[src/rtl/fx2_in_streamer.sv]
// Streams local bytes into the FX2 IN endpoint (FIFO4) and commits short packets with PKTEND.
// Define FX2_IN_ZLP_EN so that a flush with no buffered bytes sends a zero-length packet.
module fx2_in_streamer #(
    parameter int         PKT_SIZE   = 512,
    parameter int         TIMEOUT    = 255,
    parameter logic [1:0] FIFOADR_IN = 2'b10
) (
    input  logic        FX2_CLK,
    input  logic        FX2_RST,
    input  logic [7:0]  src_data,
    input  logic        src_valid,
    output logic        src_ready,
    input  logic        flush,
    output logic        flush_done,
    output logic        bus_req,
    input  logic        bus_gnt,
    input  logic        FIFO4_ready_to_accept_data,
    output logic        FIFO_WR,
    output logic        FIFO_PKTEND,
    output logic [7:0]  FIFO_DATAOUT,
    output logic        FIFO_DATAOUT_OE,
    output logic [1:0]  FIFO_FIFOADR,
    output logic [31:0] bytes_sent
);
    localparam int          PW        = $clog2(PKT_SIZE);
    localparam logic [15:0] TIMEOUT_V = 16'(TIMEOUT);

    typedef enum logic [2:0] {IDLE, TURN, WRITE, COMMIT, RELEASE} state_t;

    state_t          state_q, state_d;
    logic [PW-1:0]   pkt_cnt_q, pkt_cnt_d;
    logic [15:0]     idle_cnt_q, idle_cnt_d;
    logic [31:0]     bytes_q, bytes_d;
    logic            flush_pend_q, flush_pend_d;
    logic            flush_done_q, flush_done_d;
    logic            oe_q, oe_d;
    logic [1:0]      fifoadr_q, fifoadr_d;
    logic            do_wr, do_pktend, service_flush;
    logic            pkt_nz, timed_out, bus_req_w;

    assign pkt_nz    = (pkt_cnt_q != '0);
    assign timed_out = (idle_cnt_q == TIMEOUT_V);

    always_comb begin
        case (state_q)
            IDLE:                 bus_req_w = src_valid | flush_pend_q | pkt_nz;
            TURN, WRITE, COMMIT:  bus_req_w = 1'b1;
            default:              bus_req_w = 1'b0;
        endcase
    end

    always_comb begin
        state_d       = state_q;
        pkt_cnt_d     = pkt_cnt_q;
        idle_cnt_d    = idle_cnt_q;
        bytes_d       = bytes_q;
        do_wr         = 1'b0;
        do_pktend     = 1'b0;
        service_flush = 1'b0;
        case (state_q)
            IDLE: begin
                if (bus_req_w && bus_gnt) state_d = TURN;
            end
            TURN: begin
                idle_cnt_d = '0;
                state_d    = WRITE;
            end
            WRITE: begin
`ifdef FX2_IN_ZLP_EN
                if (flush_pend_q || (timed_out && pkt_nz)) begin
`else
                if ((flush_pend_q || timed_out) && pkt_nz) begin
`endif
                    state_d = COMMIT;
                end else begin
                    if (flush_pend_q)
                        service_flush = 1'b1;
                    else if (!bus_gnt && !pkt_nz)
                        state_d = RELEASE;
                    // never write on the way out, or a byte would be stranded uncommitted
                    do_wr = src_valid && FIFO4_ready_to_accept_data && (state_d == WRITE);
                    if (do_wr) begin
                        pkt_cnt_d  = pkt_cnt_q + PW'(1);
                        bytes_d    = bytes_q + 32'd1;
                        idle_cnt_d = '0;
                    end else if (!timed_out) begin
                        idle_cnt_d = idle_cnt_q + 16'd1;
                    end
                end
            end
            COMMIT: begin
                if (FIFO4_ready_to_accept_data) begin
                    do_pktend     = 1'b1;
                    pkt_cnt_d     = '0;
                    idle_cnt_d    = '0;
                    service_flush = flush_pend_q;
                    state_d       = bus_gnt ? WRITE : RELEASE;
                end
            end
            RELEASE: state_d = IDLE;
            default: state_d = IDLE;
        endcase
        // a flush landing in the servicing cycle merges into the one being serviced
        flush_pend_d = service_flush ? 1'b0 : (flush_pend_q | flush);
        flush_done_d = service_flush;
        oe_d         = (state_d == TURN) || (state_d == WRITE) || (state_d == COMMIT);
        fifoadr_d    = oe_d ? FIFOADR_IN : 2'b00;
    end

    always_ff @(posedge FX2_CLK or posedge FX2_RST) begin
        if (FX2_RST) begin
            state_q      <= IDLE;
            pkt_cnt_q    <= '0;
            idle_cnt_q   <= '0;
            bytes_q      <= '0;
            flush_pend_q <= 1'b0;
            flush_done_q <= 1'b0;
            oe_q         <= 1'b0;
            fifoadr_q    <= 2'b00;
        end else begin
            state_q      <= state_d;
            pkt_cnt_q    <= pkt_cnt_d;
            idle_cnt_q   <= idle_cnt_d;
            bytes_q      <= bytes_d;
            flush_pend_q <= flush_pend_d;
            flush_done_q <= flush_done_d;
            oe_q         <= oe_d;
            fifoadr_q    <= fifoadr_d;
        end
    end

    assign bus_req         = bus_req_w & ~FX2_RST;
    assign src_ready       = do_wr;
    assign FIFO_WR         = do_wr;
    assign FIFO_PKTEND     = do_pktend;
    assign FIFO_DATAOUT    = (state_q == WRITE) ? src_data : 8'h00;
    assign FIFO_DATAOUT_OE = oe_q;
    assign FIFO_FIFOADR    = fifoadr_q;
    assign bytes_sent      = bytes_q;
    assign flush_done      = flush_done_q;

endmodule

[config.mk]
export PLATFORM = sky130hd
export DESIGN_NAME = fx2_in_streamer
export DESIGN_NICKNAME = d
export VERILOG_FILES = /design/src/rtl/fx2_in_streamer.sv
export SDC_FILE = /design/constraint.sdc
export NUM_CORES = 1
export LEC_CHECK = 0
export CORE_ASPECT_RATIO = 1.4
export CORE_MARGIN = 2
export CORE_UTILIZATION = 35
export DETAILED_ROUTE_END_ITERATION = 10
export SLEW_MARGIN = 10
export SYNTH_ARGS = -nofsm -noshare
export SYNTH_HDL_FRONTEND = slang
export SYNTH_SLANG_ARGS = --single-unit
[constraint.sdc]
create_clock -name FX2_CLK -period 5.84 [get_ports FX2_CLK]
set_clock_uncertainty 0.2 [all_clocks]
set_input_delay 1.168 -clock FX2_CLK [delete_from_list [all_inputs] [get_ports FX2_CLK]]
set_output_delay 1.168 -clock FX2_CLK [all_outputs]
set_load 0.05 [all_outputs]
; ---- After elaboration in Yosys (flattened, before gate mapping)
; Index checks and enable logic that the tools add are counted.
[totals]
register_bits = 65
input_bits = 14
word_cells = 77
[op_classes]
add_sub_neg = 3
reduce_logical = 18
mux = 30
n_bitwise = 6
n_eq_ne = 12
[ops]
columns = operator, n
row1 = two-way mux 16 bit, 4
row2 = case mux 16 bit (3 select lines), 1
row3 = "adder 32 x 1 -> 32 bit, second input constant", 1
row4 = two-way mux 9 bit, 3
row5 = two-way mux 3 bit, 8
row6 = case mux 9 bit (2 select lines), 1
row7 = "adder 16 x 1 -> 16 bit, second input constant", 1
row8 = "equality test 16 x 8 -> 1 bit, second input constant", 1
row9 = "equality test 3 x 2 -> 1 bit, second input constant", 5
row10 = case mux 3 bit (4 select lines), 1
row11 = "adder 9 x 1 -> 9 bit, second input constant", 1
row12 = nonzero test 9 bit, 1
row13 = two-way mux 1 bit, 8
row14 = two-way mux 8 bit, 1
row15 = AND reduction 4 bit, 2
row16 = "equality test 3 x 1 -> 1 bit, second input constant", 2
row17 = "inequality test 2 bit, second input constant", 3
row18 = logical AND 1 bit, 5
row19 = case mux 1 bit (2 select lines), 2
row20 = zero test 3 bit, 1
row21 = logical OR 1 bit, 3
row22 = "inequality test 3 bit, second input constant", 1
row23 = OR 1 bit, 3
row24 = AND reduction 3 bit, 1
row25 = 7 further kinds, 9

; ---- Longest topological paths before layout
; Gate-level depths: netlist of run 1.
[depth]
ltp_word = 13
depth_mapped = 9
mapped_depth_nobuf = 9

; ---- Worst setup path after synthesis of run 1
; OpenSTA, ideal clock, no wires.
[synth_timing]
path_type = in2out
from = input port src_valid
to = output port src_ready
stages = 6
t_arrival_ns = 2.557
slack_ns = 1.915
cell_sequence = nand2_1 -> or2_2 -> nor3_1 -> nor2_2 -> clkinv_1 -> buf_4
[synth_between]
elab_chain_cells = 4
[synth_rtl]
columns = item, line_no
row1 = start: declaration, 11  ; input logic src_valid,
row2 = logical AND 1 bit (2 in series), 81  ; do_wr = src_valid && FIFO4_ready_to_accept_data && (state_d == WRITE);
row3 = two-way mux 1 bit, 72  ; if ((flush_pend_q || timed_out) && pkt_nz) begin
row4 = two-way mux 1 bit, 60  ; case (state_q)
row5 = end: declaration, 12  ; output logic src_ready,
; Every way passes these cells.

; ---- Final worst setup path of run 1
[layout_timing]
from = input port FIFO4_ready_to_accept_data
to = output port FIFO_WR
[layout_between]
elab_chain_cells = 4
[layout_rtl]
columns = item, line_no
row1 = start: declaration, 17  ; input logic FIFO4_ready_to_accept_data,
row2 = logical AND 1 bit (2 in series), 81
row3 = two-way mux 1 bit, 72
row4 = two-way mux 1 bit, 60
row5 = end: declaration, 18  ; output logic FIFO_WR,
; Every way passes these cells.

==> results_dict.tcl, run 1 <==
set metrics [dict create \
    status "finished clean" \
    period_share 0.861 \
    layout_commonest_cell "dfrtp_1" \
    async_flop_share 1.00 \
    leakagePower_nw 1.84 \
    routedWlPerCell_um 15.1 \
    finalHoldViolations 0 \
    io_pins 62 \
    ctsHoldBuffers 0 \
    grt_antenna_before_repair 0 \
    dr_wl_met3_um 492 \
    grt_overflow 0 \
    grt_pass1_wl_mm 13.2 \
    wl_met2_mm 3.88 \
    drc 0 \
    min_period_ns 5.03 \
    setup_viol 0 \
    seq_area_frac_synth 0.474 \
    grt_max_degree 64 \
    die-area_mm2 0.0103 \
    yosys_warnings 0 \
    clk_pin_slew_worst_paths_ns 0.06 \
    hold_path.class "flop to flop" \
    routed_wl_mm 7.94 \
    n_antenna_cell 0 \
    holdPathStages 1 \
    place_congestion 0.792 \
    initial_core_util 0.355 \
    final_cell_mix "dfrtp_1 (63), clkdlybuf4s50_1 (60), nand3_1 (37)" \
    design.core.area_mm2 0.00935 \
    yosysUniqueCellTypes 49 \
    clockBufferDepth 2 \
    cts-buffers-inserted 9 \
    port_buffers 60 \
    r2r_slack_ns 3.07 \
    syn_area_per_cell_um2 9.52 \
    hpwl_mm 5.58 \
    relSlewSlack 0.460 \
    vias 2779 \
    cts_sinks 63 \
    grt_pass1_vias 2722 \
    post_cts_resize_count 0 \
    rsz0062_at_grt "no" \
    htree_num_levels 3 \
    routed_via_density 5.27 \
    synth_ff_type "dfrtp_1" \
    synth_fp_nets 367 \
    vdd_drop_max_mv 0.276 \
    dpl_cell_area_mm2 0.00403 \
    endpoint_kind "primary output" \
    critPathLaunchType "input port" \
    final-max-slew-violation-count 0 \
    rows 42 \
    highest_layer "met4" \
    die_x_um 86.4 \
    worstPathRequired_ns 4.47 \
    cap_violations 0 \
    areaGrowthSynthToFinish_pct 30.0 \
    synthCells 349 \
    ant_nets 0 \
    synth.ff_latch_count 63 \
    cts_tree "done" \
    synth_edf_count 0 \
    met1_length_mm 3.42 \
    path_max_fanout 11 \
    crit_type "input port to primary output" \
    rr_worst_depth 7 \
    final_cell_area_mm2 0.00432 \
    clkLatencyLatePin_ns 0.34 \
    num-nets-final 430 \
    drive_gt1_frac 0.0815 \
    drt-initial-drc-count 111 \
    first_pass_iters 4 \
    p_per_area_mw_per_mm2 397 \
    tightest_slew_ns 0.810 \
    die_h_um 119 \
    grtUsageTotal 0.164 \
    max_freq_ghz 0.199 \
    synth.cell_area_mm2 0.00332 \
    crit_arrival_ns 3.66 \
    cts_setup_buffers 0 \
    setup-tns-final_ns 0 \
    cts_root_buffer "clkbuf_16" \
]
registers in the layout, summed over array words and instances, names as in the netlist:
register	count
state_q	3
flush_pend_q	1
FIFO_FIFOADR	1
flush_done	1
bytes_sent	32
idle_cnt_q	16
pkt_cnt_q	9
layer usage:
metal,vias up,global-route usage
met4,0,0.0703
li1,1360,-
met2,69,0.271
met5,-,0
met3,13,0.0513
met1,1337,0.193
layout make-up:
type	instances	area, um^2
fill	899	5030
multi-input combinational	262	1640
sequential	63	1580
timing repair buffer	64	631
clock buffer	10	229
tap	110	138
clock inverter	6	61.3
inverter	12	45.0
worst max-delay path, stage by stage:
cell,delay [ns]
clkdlybuf4s50_1,0.53
nand2_1,0.14
or2_2,0.33
nor3_1,0.30
nor2_2,0.14
clkinv_1,0.20
clkdlybuf4s50_1,0.85
logic make-up after synthesis:
group                    Yosys count  synth area share
AND/OR/NAND/NOR                  176             0.287
flip-flops                        63             0.474
AO/OA/AOI/OAI                     43            0.0896
XOR/XNOR                          37            0.0975
buffers and inverters             24            0.0316
adder cells (fa/ha/maj)            4            0.0151
other                              1           0.00113
multiplexers                       1           0.00339
through the flow:
step,power [mW],hold slack (ns),utilization,setup slack (ns),std cells
2_1_floorplan,1.00,0.280,-,1.91,349
3_3_place_gp,1.20,0.262,0.431,0.892,511
3_5_place_dp,1.20,0.263,0.431,0.802,511
4_1_cts,1.73,0.275,0.462,0.792,527
5_1_grt,1.80,0.310,0.462,0.633,527
6_report,1.72,0.269,0.462,0.810,527
path summary, 6_finish.rpt:
path,end,start
max,FIFO_WR,FIFO4_ready_to_accept_data
min in group asynchronous,bytes_sent[26]$_DFFE_PP0P_,FX2_RST
min reg2reg,bytes_sent[31]$_DFFE_PP0P_,bytes_sent[31]$_DFFE_PP0P_
max reg2reg,idle_cnt_q[8]$_DFFE_PP0P_,pkt_cnt_q[0]$_DFFE_PP0P_
min,bytes_sent[31]$_DFFE_PP0P_,bytes_sent[31]$_DFFE_PP0P_
max in group asynchronous,bytes_sent[7]$_DFFE_PP0P_,FX2_RST
where the power goes:
group          leakage, nW  internal, mW  switching (mW)  total, mW
Sequential           0.856         0.482          0.0642      0.546
Combinational        0.846         0.213           0.431      0.645
Clock                0.142         0.328           0.198      0.526
synth_stat cells, types with 3 or more instances:
cell,number,share of area
clkbuf_1,6,0.0068
nor4_1,7,0.013
inv_1,11,0.012
xor2_1,9,0.024
o311ai_0,4,0.011
or2_2,4,0.0075
a31oi_1,4,0.0075
and2_1,11,0.021
nand4_1,14,0.026
dfrtp_1,63,0.47
o31ai_1,4,0.0090
buf_2,3,0.0045
and3_1,8,0.015
and4_1,3,0.0079
nor2_1,34,0.038
nand2_1,36,0.041
buf_4,3,0.0068
nand3_1,37,0.056
ha_1,4,0.015
nor3_1,6,0.0090
a21oi_1,5,0.0075
xnor2_1,28,0.074
o21ai_0,13,0.020
Note: power is estimated with default switching activity, not from simulation.
==> run 2, diff against run 1 <==
- CTS_CLUSTER_SIZE: not set -> 20
==> results of run 2 <==
Same layout as run 1: the final DEF is identical, and so are final timing and power.
